--- src/rtl/micro_sequencer.sv ---
// micro_sequencer: microprogram sequencer for the core control unit.
// Owns the micro-program counter (uPC) that addresses the combinational
// microcode ROM. It computes the next address from the ROM's BT, condition
// and jump_addr fields, the IR opcode and the ALU zero flag. It also handles
// the start/done handshake, memory-wait stalls, halt detection, out-of-range
// fault detection and a saturating cycle counter.
//
// Ports:
//   clk, rst     rising-edge clock, asynchronous active-high reset
//   start        one-cycle pulse, begins execution at FETCH_ADDR
//   BT           ROM branch-to-target bit (dispatch on opcode[6:0])
//   condition    ROM branch condition field
//   jump_addr    ROM next-address field
//   opcode       IR opcode; opcode[7]=1 always faults on dispatch
//   z_flag       ALU zero flag
//   mem_ready    memory handshake completion
//   reg_out      uPC, zero-extended to 16 bits, drives the ROM address
//   busy         high in RUN or WAIT
//   done         high in HALT
//   error        high in FAULT
//   cycle_count  clocks spent in RUN plus WAIT since the last start
module micro_sequencer #(
  parameter int unsigned ROM_DEPTH  = 86,
  parameter int unsigned FETCH_ADDR = 1,
  parameter int unsigned CNT_W      = 32
) (
  input  logic             clk,
  input  logic             rst,
  input  logic             start,
  input  logic             BT,
  input  logic [1:0]       condition,
  input  logic [6:0]       jump_addr,
  input  logic [7:0]       opcode,
  input  logic             z_flag,
  input  logic             mem_ready,
  output logic [15:0]      reg_out,
  output logic             busy,
  output logic             done,
  output logic             error,
  output logic [CNT_W-1:0] cycle_count
);

  localparam logic [7:0] DEPTH_LIM = 8'(ROM_DEPTH);
  localparam logic [6:0] FETCH_PC  = 7'(FETCH_ADDR);

  typedef enum logic [2:0] {
    S_IDLE,
    S_RUN,
    S_WAIT,
    S_HALT,
    S_FAULT
  } state_t;

  state_t           state_q, state_d;
  logic [6:0]       upc_q, upc_d;
  logic [CNT_W-1:0] cnt_q, cnt_d;
  logic             busy_q, busy_d;
  logic             done_q, done_d;
  logic             error_q, error_d;

  // Candidate next addresses are 8 bits wide so that opcode[7] and the
  // increment past 127 both land in the out-of-range comparison.
  logic [7:0] seq_addr;
  logic [7:0] target;
  logic       load;

  assign seq_addr = {1'b0, upc_q} + 8'd1;

  always_ff @(posedge clk or posedge rst) begin
    if (rst) begin
      state_q <= S_IDLE;
      upc_q   <= '0;
      cnt_q   <= '0;
      busy_q  <= 1'b0;
      done_q  <= 1'b0;
      error_q <= 1'b0;
    end else begin
      state_q <= state_d;
      upc_q   <= upc_d;
      cnt_q   <= cnt_d;
      busy_q  <= busy_d;
      done_q  <= done_d;
      error_q <= error_d;
    end
  end

  always_comb begin
    state_d = state_q;
    upc_d   = upc_q;
    cnt_d   = cnt_q;
    target  = '0;
    load    = 1'b0;

    if ((state_q == S_RUN || state_q == S_WAIT) && cnt_q != '1) begin
      cnt_d = cnt_q + CNT_W'(1);
    end

    case (state_q)
      S_IDLE, S_HALT: begin
        if (start) begin
          state_d = S_RUN;
          upc_d   = FETCH_PC;
          cnt_d   = '0;
        end
      end
      S_RUN: begin
        if (BT) begin
          target = opcode;
          load   = 1'b1;
        end else begin
          case (condition)
            2'b00: begin
              // An unconditional jump to itself is the halt idiom.
              if (jump_addr == upc_q) begin
                state_d = S_HALT;
              end else begin
                target = {1'b0, jump_addr};
                load   = 1'b1;
              end
            end
            2'b01: begin
              target = z_flag ? {1'b0, jump_addr} : seq_addr;
              load   = 1'b1;
            end
            2'b10: begin
              target = z_flag ? seq_addr : {1'b0, jump_addr};
              load   = 1'b1;
            end
            default: begin
              if (mem_ready) begin
                target = {1'b0, jump_addr};
                load   = 1'b1;
              end else begin
                state_d = S_WAIT;
              end
            end
          endcase
        end
      end
      S_WAIT: begin
        if (mem_ready) begin
          target = {1'b0, jump_addr};
          load   = 1'b1;
        end
      end
      S_FAULT: begin
        state_d = S_FAULT;
      end
      default: begin
        state_d = S_IDLE;
        upc_d   = '0;
      end
    endcase

    if (load) begin
      if (target >= DEPTH_LIM) begin
        state_d = S_FAULT;
        upc_d   = '0;
      end else begin
        state_d = S_RUN;
        upc_d   = target[6:0];
      end
    end

    busy_d  = (state_d == S_RUN) || (state_d == S_WAIT);
    done_d  = (state_d == S_HALT);
    error_d = (state_d == S_FAULT);
  end

  assign reg_out     = {9'b0, upc_q};
  assign busy        = busy_q;
  assign done        = done_q;
  assign error       = error_q;
  assign cycle_count = cnt_q;

endmodule

--- config.mk ---
export PLATFORM = sky130hd
export DESIGN_NAME = micro_sequencer
export DESIGN_NICKNAME = d
export VERILOG_FILES = /design/src/rtl/micro_sequencer.sv
export SDC_FILE = /design/constraint.sdc
export NUM_CORES = 1
export LEC_CHECK = 0
export CORE_ASPECT_RATIO = 0.7
export CORE_MARGIN = 2
export CORE_UTILIZATION = 54
export CTS_CLUSTER_DIAMETER = 50
export DETAILED_ROUTE_END_ITERATION = 10
export PLACE_DENSITY = 0.83
export SYNTH_ARGS = -nofsm -noshare
export SYNTH_HDL_FRONTEND = slang
export SYNTH_SLANG_ARGS = --single-unit
--- constraint.sdc ---
create_clock -name clk -period 3.8 [get_ports clk]
set_input_delay 0.76 -clock clk [delete_from_list [all_inputs] [get_ports clk]]
set_output_delay 0.76 -clock clk [all_outputs]
set_load 0.005 [all_outputs]
Yosys cells after proc, flatten, opt, wreduce, memory -nomap -nowiden
Index checks and enable logic that the tools add are counted.

Output and inout bits: 51. Register bits: 45. Word-level logic and storage cells: 59.

Multiplexer cells: 27. Add/subtract/negate cells: 2. Order comparisons: 1. Equal/unequal tests: 14. Reduce and logical (&&, ||, !) cells: 9.

Operators by type and width (count): 32-bit two-way mux (3); 7-bit two-way mux (5); 32-bit by 1-bit adder with 32-bit output (second input constant) (1); 32-bit != test (second input constant) (1); 8-bit two-way mux (3); 8-bit case mux with 3 select lines (1); 3-bit two-way mux (6); 8-bit case mux with 2 select lines (1); 7-bit case mux with 2 select lines (1); 3-bit by 2-bit == test with 1-bit output (second input constant) (4); 3-bit case mux with 4 select lines (1); 7-bit by 1-bit adder with 8-bit output (second input constant) (1); 8-bit by 7-bit >= comparator with 1-bit output (second input constant) (1); 7-bit == test (1); 3-bit by 1-bit == test with 1-bit output (second input constant) (2); 3-bit == test (second input constant) (2); 3-bit case mux with 2 select lines (1); 1-bit case mux with 2 select lines (2); 2-bit OR reduction (2); 3-bit logical NOT (1); 1-bit two-way mux (3); 3-bit != test (second input constant) (1); 3-bit OR reduction (1); 2-bit by 1-bit == test with 1-bit output (second input constant) (1); 6 further kinds (7).

Depth between registers and ports, before layout
Depth in word-level cells: 10. Depth in mapped cells: 9. Depth with buffers taken out: 9.

Worst setup path before layout
Ideal clock, no wire load.

Path type: in2reg. Start: input port condition[0]. End: register upc_q[0]. Data required time: 3.689 ns. Stages: 9. Setup slack: 1.105 ns. Library setup time: 0.111 ns. Arrival time: 2.584 ns. Path buffers: 0. Cell sequence: inv_1 ha_1 mux2_2 a311o_1 o21ai_0 o211ai_1 a221oi_2 o211ai_2 a222oi_1.

Word-level cells in the longest chain between the ends: 7. Elaborated cells between the ends (all ways): 16. Those cells by class: order compare (1); eq/ne (4); mux (8); reduce/logical (3).

Ends and longest elaborated chain: start, declared (line 31) `input logic [1:0] condition,`; 2-bit == test (tied with other cells) (line 111) `case (condition)`; 8-bit case mux with 3 select lines or 2-bit OR reduction (tied branches); 8-bit two-way mux or 1-bit case mux with 2 select lines (tied branches) (line 107, 111); 8-bit case mux with 2 select lines or 1-bit two-way mux (tied branches) (line 98, 107); 8-bit by 7-bit >= comparator with 1-bit output or 1-bit case mux with 2 select lines (tied branches) (line 156, 98); 7-bit two-way mux (tied with other cells) (line 156) `if (target >= DEPTH_LIM) begin`; 7-bit two-way mux or 2-bit AND reduction (tied branches); end signal, assigned (line 79) `upc_q <= upc_d;`; end, declared (line 55) `logic [6:0] upc_q, upc_d;`.

Several ways; a longest one is shown, not always the timed one. A chain may end at the register's enable or synchronous reset.

Worst setup path after layout
Start: input port condition[1]. End: register upc_q[0].

The elaborated chain is that of the path after synthesis.

==> run summary <==
Final Hold Vio Count: 0
Clock network fraction of total power: 18.3%
Crit path DAT: 3.47 ns
Sequential share of power: 40.9%
Setup TNS: 0 ns
Top post-synthesis cells by area: dfrtp_1, xnor2_1, nor2_1, xor2_1, o21ai_0
Sw power: 640 uW
Delay of the slowest critical-path stage: 0.52 ns
Avg Synthesized Cell Area: 8.67 sq um
Layout cells sized above 1: 6.25%
Final worst path period need: 3.27 ns
Core Util, Final: 71.4%
Post-Syn Area: 3070 sq um
Pleak: 0.00153 uW
Yosys warning count: 0
Worst VDD drop: 0.304 mV
# nets final: 444
Layout Cell Area excl Fill: 3830 sq um
Pwr Density: 420 nW/um^2
CTS sink cnt: 45
H-Tree Depth: 2
Hold Crit Class: reg2reg
Dpl cell area: 3740 sq um
FP Rows: 22
Clock transition at path regs: 0.09 ns
CTS tree: built
Yosys cell types: 59
Number of post-CTS setup repair buffers: 0
Post-CTS Hold Buffers: 0
Via count of the first global-routing pass: 2,781
# DRC: 0
Seq/Total Area, Yosys: 36.7%
Post-synth ARST share: 100%
Final Skew: 0.00970 ns
Internal Power: 970 uW
Via/cell ratio: 6.07
Area share of the largest cell type after synthesis: 36.7%
Period utilisation layout: 86.1%
Total number of vias: 2,963
Die ar.: 6310 sq um
WL final: 8130 um
Crit Path Class: in2reg
Die Y: 67.1 um
Post-synth EDFFs: 0
Final setup violation count: 0
Global placement routability congestion: 0.981
Core Area: 5370 sq um
Clock buffer depth: 2
Final Non-Filler Cells: 488
Worst-Skew Late Latency: 0.30 ns
Crit-path max FO: 15
Placed Cells incl. Taps: 480
WP data required: 4.00 ns
Tot Pwr: 1610 uW
Worst r2r path cells: 7
Crit. path cell count: 9
Gr usage total: 27.8%
Cell-by-cell trace of the critical path: clkdlybuf4s50_1 > ha_1 > inv_1 > a311o_1 > o21ai_0 > o211ai_1 > a221oi_2 > o211ai_2 > a222oi_1
# port buffers: 64
Fmax: 305 MHz
Commonest cells post-synth: dfrtp_1, nor2_1, nand2_1
TritonRoute pass-1 iters: 5
Post-CTS resize count: 0
Combinational share of power: 40.8%
Most numerous cell in the Yosys netlist: dfrtp_1
First-pass GRT wire length: 13,600 um
Grt ovf: 0
DRT iter0 DRCs: 323
WP buf/inv: 2
RSZ-0062 raised after global routing: false
Top_reg_cell synth: dfrtp_1
Wire per inst: 16.7 um
Sw Ratio: 39.7%
Slew Limit Fails: 0
Synthesis-to-finish area growth: 24.9%
Root Buffer: clkbuf_8
Cts bufs inserted: 5
Initial antenna violation count: 0
Flops & latches, synth: 45
Ant diodes: 0
Critical Path End Type: flop
Startpoint types: input pin
DRT antenna net count: 0
Status: complete, no violations
Worst-margin pin slew: 0.943 ns
I/O Pins: 74
Initial core utilization: 57.2%
Delay-heaviest family, CP: compound AO/OA/AOI/OAI gates
Max_cap viols: 0
DP Wirelength: 6070 um
Largest net degree at the start of global routing: 33
Yosys top cell by area: dfrtp_1
Cells on Worst Hold Path: 2
Post-Syn Instances: 354
Slew HR: 36.7%
Die W: 94.1 um
Worst path slowest cell: clkdlybuf4s50_1
routing by layer:
layer	global-route usage (%)	wire, um
met1	42.1	3800
met2	38.9	3330
met3	7.35	870
met4	7.25	129
met5	0	0
through the flow:
stage	hold WS, ns	setup slack (ns)
floorplan	0.546	1.11
global placement	0.554	0.418
detailed placement	0.560	0.312
CTS	0.573	0.597
global route	0.606	0.375
finish	0.569	0.526
cells in the final DEF, fill, tap and decap left out, types with 3 or more instances in the layout:
cell	synthesis	final
conb_1	1	9
o21ai_0	19	19
a22o_1	4	4
clkbuf_8	0	5
nand2_1	23	23
a21oi_1	18	18
a211oi_1	4	4
dfrtp_1	45	45
nor3_1	8	8
nand4_1	12	12
xnor2_1	18	18
inv_1	13	12
clkinvlp_4	0	3
and2_1	3	3
or4_1	3	3
nand2b_1	6	6
nor4_1	6	6
and4_1	5	5
and3_1	3	3
o21a_1	3	3
xor2_1	17	17
clkdlybuf4s50_1	0	64
or3_1	9	9
nand3_1	14	14
o22ai_1	4	4
nor2_1	41	41
ha_1	6	6
o2bb2ai_1	4	4
o211ai_1	4	4
buf_4	9	4
worst min-delay path: stages (launching register included):
cell	delay, ns
dfrtp_1	0.39
o21ai_0	0.08
a21oi_1	0.06
sequential cells by signal, indices dropped and copies added, names as in the netlist:
name / count
upc_q: 7
cycle_count: 32
error: 1
state_q: 3
busy: 1
done: 1
worst paths after layout:
kind | endpoint | from | slack [ns]
setup reg to reg | upc_q[0]$_DFFE_PP0P_ | upc_q[1]$_DFFE_PP0P_ | 1.08
min in group asynchronous | cycle_count[15]$_DFF_PP0_ | rst | 0.86
hold / removal | cycle_count[30]$_DFF_PP0_ | cycle_count[30]$_DFF_PP0_ | 0.57
max in group asynchronous | cycle_count[30]$_DFF_PP0_ | rst | 2.24
setup / recovery | upc_q[0]$_DFFE_PP0P_ | condition[1] | 0.53
hold reg to reg | cycle_count[30]$_DFF_PP0_ | cycle_count[30]$_DFF_PP0_ | 0.57
kinds of logic after synthesis:
logic type / Yosys count / synth area share [%]
buffers and inverters: 35 / 5.63
AOI/OAI and AO/OA: 82 / 18.1
muxes: 2 / 0.693
DFF: 45 / 36.7
xor gates and xnor gates: 35 / 9.99
other: 1 / 0.122
and+or+nand+nor: 148 / 26.3
adders and majority gates: 6 / 2.45
final cells by class:
class                   count  area (sq um)
inverters                  13          48.8
clock buffers               5          68.8
well taps                  72          90.1
flip-flops and latches     45          1130
clock inverters             3          22.5
multi-input cells         282          1810
repair buffers             68           671
fillers                   431          1540
power by group through the flow:
stage,Sequential [uW],Clock [uW],Combinational [uW]
global placement,660,0,631
detailed placement,663,0,642
global route,668,326,726
CTS,655,300,647
floorplan,609,0,456
finish,658,295,657
Power figures use the tool's default switching activity.
